==> config.mk <==
export PLATFORM = sky130hd
export DESIGN_NAME = commit_checker_tbl
export DESIGN_NICKNAME = d
export VERILOG_FILES = /design/src/rtl/commit_checker_tbl.sv
export SDC_FILE = /design/constraint.sdc
export NUM_CORES = 1
export LEC_CHECK = 0
export CORE_MARGIN = 4
export CORE_UTILIZATION = 60
export CTS_BUF_LIST = sky130_fd_sc_hd__clkbuf_4 sky130_fd_sc_hd__clkbuf_8
export CTS_CLUSTER_DIAMETER = 120
export DETAILED_ROUTE_END_ITERATION = 10
export DONT_BUFFER_PORTS = 1
export PLACE_DENSITY = 0.79
export SLEW_MARGIN = 20
export SYNTH_ARGS = -nofsm -noshare
export SYNTH_HDL_FRONTEND = slang
export SYNTH_SLANG_ARGS = --single-unit
==> constraint.sdc <==
create_clock -name clk -period 1.2 [get_ports clk]
set_input_delay 0.12 -clock clk [delete_from_list [all_inputs] [get_ports clk]]
set_output_delay 0.12 -clock clk [all_outputs]
set_load 0.005 [all_outputs]
==> src/rtl/commit_checker_tbl.sv <==
// commit_checker_tbl: checkpoint table (pc, register index, expected value) with one write port and reads at cur.
module commit_checker_tbl #(
  parameter int NUM_CHECKS = 4,
  parameter int PC_W       = 32,
  parameter int DATA_W     = 32,
  parameter int RIDX_W     = 5,
  parameter int IDX_W      = 2
) (
  input  logic              clk,
  input  logic              resetn,
  input  logic              we,
  input  logic [IDX_W-1:0]  widx,
  input  logic [PC_W-1:0]   wpc,
  input  logic [RIDX_W-1:0] wridx,
  input  logic [DATA_W-1:0] wval,
  input  logic [IDX_W-1:0]  cur,
  output logic [PC_W-1:0]   rd_pc,
  output logic [RIDX_W-1:0] rd_ridx,
  output logic [DATA_W-1:0] rd_val
);
  logic [PC_W-1:0]   pc_q   [NUM_CHECKS];
  logic [PC_W-1:0]   pc_d   [NUM_CHECKS];
  logic [RIDX_W-1:0] ridx_q [NUM_CHECKS];
  logic [RIDX_W-1:0] ridx_d [NUM_CHECKS];
  logic [DATA_W-1:0] val_q  [NUM_CHECKS];
  logic [DATA_W-1:0] val_d  [NUM_CHECKS];
  always_comb begin
    pc_d   = pc_q;
    ridx_d = ridx_q;
    val_d  = val_q;
    if (we && {1'b0, widx} < (IDX_W+1)'(NUM_CHECKS)) begin
      pc_d[widx]   = wpc;
      ridx_d[widx] = wridx;
      val_d[widx]  = wval;
    end
  end
  always_ff @(posedge clk or negedge resetn) begin
    if (!resetn) begin
      pc_q   <= '{default: '0};
      ridx_q <= '{default: '0};
      val_q  <= '{default: '0};
    end else begin
      pc_q   <= pc_d;
      ridx_q <= ridx_d;
      val_q  <= val_d;
    end
  end
  assign rd_pc   = pc_q[cur];
  assign rd_ridx = ridx_q[cur];
  assign rd_val  = val_q[cur];
endmodule

==> impl_metrics.csv <==
group,metric,value,unit
logic_synthesis,synth_area,11800,sq um
finish,post-route-util,73.4,%
grt,overflow,0,
grt,grt_first_pass_wirelength,40.2,mm
logic_synthesis,synth_top_cell_by_area,"dfrtp_1",
sta,fin_skew,0,ns
setup_path,path_delay_family,"multiplexers",
finish,diodes,0,
drt,vias,6536,
drt,dr.pass1.iters,4,
finish,regArea,6910,sq um
cts,worstSkewPairLatency,0.52,ns
power_and_ir_drop,p_leak,6.09,nW
finish,fin_nets,891,
setup_path,cp.required,1.08,ns
finish,syn_to_final_growth,20.8,%
setup_path,path_depth,1,
floorplan,die_y,148,um
setup_path,cp.arrival,1.43,ns
sta,final_hold_viol_count,276,
logic_synthesis,synth_area_leaders,"dfrtp_1, mux2_2, mux4_2",
sta,slew-limit-headroom,61.1,%
floorplan,die-area,22000,sq um
logic_synthesis,yosys_warnings,0,
cts,cts-buffers-inserted,45,
run,maxCapViolCount,0,
floorplan,start_util,60.8,%
logic_synthesis,seq_area_frac_synth,58.4,%
grt,grt_pass1_vias,7489,
sta,post-route-period-util,129,%
drt,highest_layer,"met4",
drt,wl_met3,1.39,mm
place,pre_cts_ws,-0.0199,ns
drt,vias_per_cell,5.88,
setup_path,cp-end-kind,"primary output",
logic_synthesis,ys.flop_type,"dfrtp_1",
setup_path,critPathKind,"flip-flop to primary output",
drt,wl_met2,13.4,mm
sta,period_needed,1.55,ns
place,place_area,12300,sq um
cts,htree_num_levels,2,
logic_synthesis,postSynthCellCount,669,
floorplan,die_w,148,um
power_and_ir_drop,finalPower,24.2,mW
sta,setup_viol,69,
setup_path,cp_max_fo,2,
finish,multi_input_area,4710,sq um
floorplan,rows,51,
logic_synthesis,syn_area_per_cell,17.7,sq um
place,post-dp-hpwl,14.9,mm
logic_synthesis,ys_seq_elements,276,
finish,stdcell_area,14300,sq um
logic_synthesis,ys_types,11,
drt,drtAntennaViolNets,0,
cts,root_buffer,"clkbuf_8",
logic_synthesis,synth_edf_count,0,
grt,grt_start_max_net_pins,277,
drt,drtIter0Drc,328,
drt,wl,24.9,mm
power_and_ir_drop,powerDensity,1690,nW/um^2
place,portBuffers,0,
drt,drc_errors,0,
setup_path,ff2ff_path_depth,3,
finish,final_layout_size_suffix_gt1_share,57.7,%
setup_path,crit_path_start_kind,"flip-flop",
sta,fmax,645,MHz
setup_path,crit_buf_inv,0,
power_and_ir_drop,vdd_drop_max,0.00129,V
sta,layout_setup_ws,-0.351,ns
grt,grt_usage,23.1,%
cts,cts.path.max_buffers,3,
sta,hold_slack,-0.703,ns
cts,tritoncts,"yes",
grt,antenna_found_initial,0,
logic_synthesis,ys_async_sr_fraction,100,%
cts,clock_sink_count,276,
hold_path,hold_class,"primary input to asynchronous set/reset pin",
logic_synthesis,yosysTopAreaCellShare,58.4,%
sta,worstMarginPinSlew,0.584,ns
logic_synthesis,syn-num-nets,745,
floorplan,core_area,19500,sq um
logic_synthesis,synth.most_common_cell,"dfrtp_1",
logic_synthesis,yosys-top-cells-count,"dfrtp_1, mux2_2, mux4_2",
setup_path,critPathSlowestCell,"mux4_2",
floorplan,ios,145,
drt,wl_per_cell,22.4,um
run_status,status,"finished, violations left",
sta,rsz0062_at_grt,"yes",
sta,slew_viol_final,0,
setup_path,path_cells,"mux4_2",
run_status,violations,"hold timing, setup timing",
setup_path,crit_path_max_incr_delay,0.53,ns
place,gp_congestion,0.743,
finish,fill_cells,1182,
cts,clk_pin_slew,0.06,ns
drt,wl_met1,9.75,mm
cts,cts.hold.buffers_added,70,
[registers in the layout, summed over array words and instances, names as in the netlist]
name	cells
val_q	128
pc_q	128
ridx_q	20
[final cells by class]
cell class,count,area share (%)
clock buffers,71,6.14
clock inverters,7,0.271
multi-input cells,349,33.0
flip-flops and latches,276,48.3
well taps,265,2.32
repair buffers,143,9.96
[final timing paths]
| path | from | end | slack [ns] |
|---|---|---|---|
| max | val_q[15] | rd_val[15] | -0.35 |
| min | resetn | pc_q[7] | -0.70 |
| max reg2reg | val_q[2] | val_q[2] | 0.17 |
| min reg2reg | pc_q[113] | pc_q[113] | 0.49 |
| max in group asynchronous | resetn | val_q[27] | 1.39 |
| min in group clk | widx[1] | val_q[17] | 0.07 |
[power by group]
group / internal [mW] / switching (mW) / total [mW]
combinational: 2.82 / 1.33 / 4.16
sequential: 11.1 / 0.893 / 12.0
clock: 4.63 / 3.43 / 8.05
total: 18.5 / 5.65 / 24.2
[routing by layer]
metal / track usage [%] / up-vias
met5: 0 / -
met4: 5.59 / 0
met3: 6.03 / 34
met2: 40.8 / 158
met1: 28.9 / 3531
li1: - / 2813
[metrics by stage]
| stage | setup TNS, ns | cells |
|---|---|---|
| after floorplan | -0.0270 | 669 |
| after global placement | 0 | 907 |
| after detailed placement | -0.0895 | 907 |
| after CTS | -24.55 | 1082 |
| after global routing | -26.17 | 1111 |
| final | -22.09 | 1111 |
[timing repair]
| action | 4_1_cts | 5_1_grt |
|---|---|---|
| buffers inserted | 27 | 29 |
| setup endpoints to repair | 69 | 69 |
| hold endpoints to repair | 552 | 276 |
| cloned | 0 | 0 |
| resized for setup | 0 | 0 |
[cells in the final DEF, fill, tap and decap left out]
cell type / Yosys / routed
buf_12: 0 / 14
buf_4: 3 / 59
clkbuf_4: 0 / 16
clkbuf_8: 0 / 55
clkinv_2: 0 / 6
dfrtp_1: 276 / 276
dlygate4sd3_1: 0 / 70
inv_6: 0 / 1
mux2_1: 10 / 10
mux2_2: 266 / 266
mux4_2: 69 / 69
nand3_4: 0 / 1
nand3b_1: 2 / 2
nor3b_4: 0 / 1
[cells by family (layout without fill, tap and decap cells)]
logic type	count (synthesis)	after routing	synth area share [%]
mux	345	345	39.4
buf+inv	44	221	1.97
flops	276	276	58.4
simple gates	4	4	0.275
[worst reg2reg max path, cell delays in order, from the launching register on]
cell and delay (ns):
dfrtp_1 0.40, buf_4 0.14, buf_4 0.12, mux2_2 0.26
No activity file was read; power rests on OpenSTA's default activity.
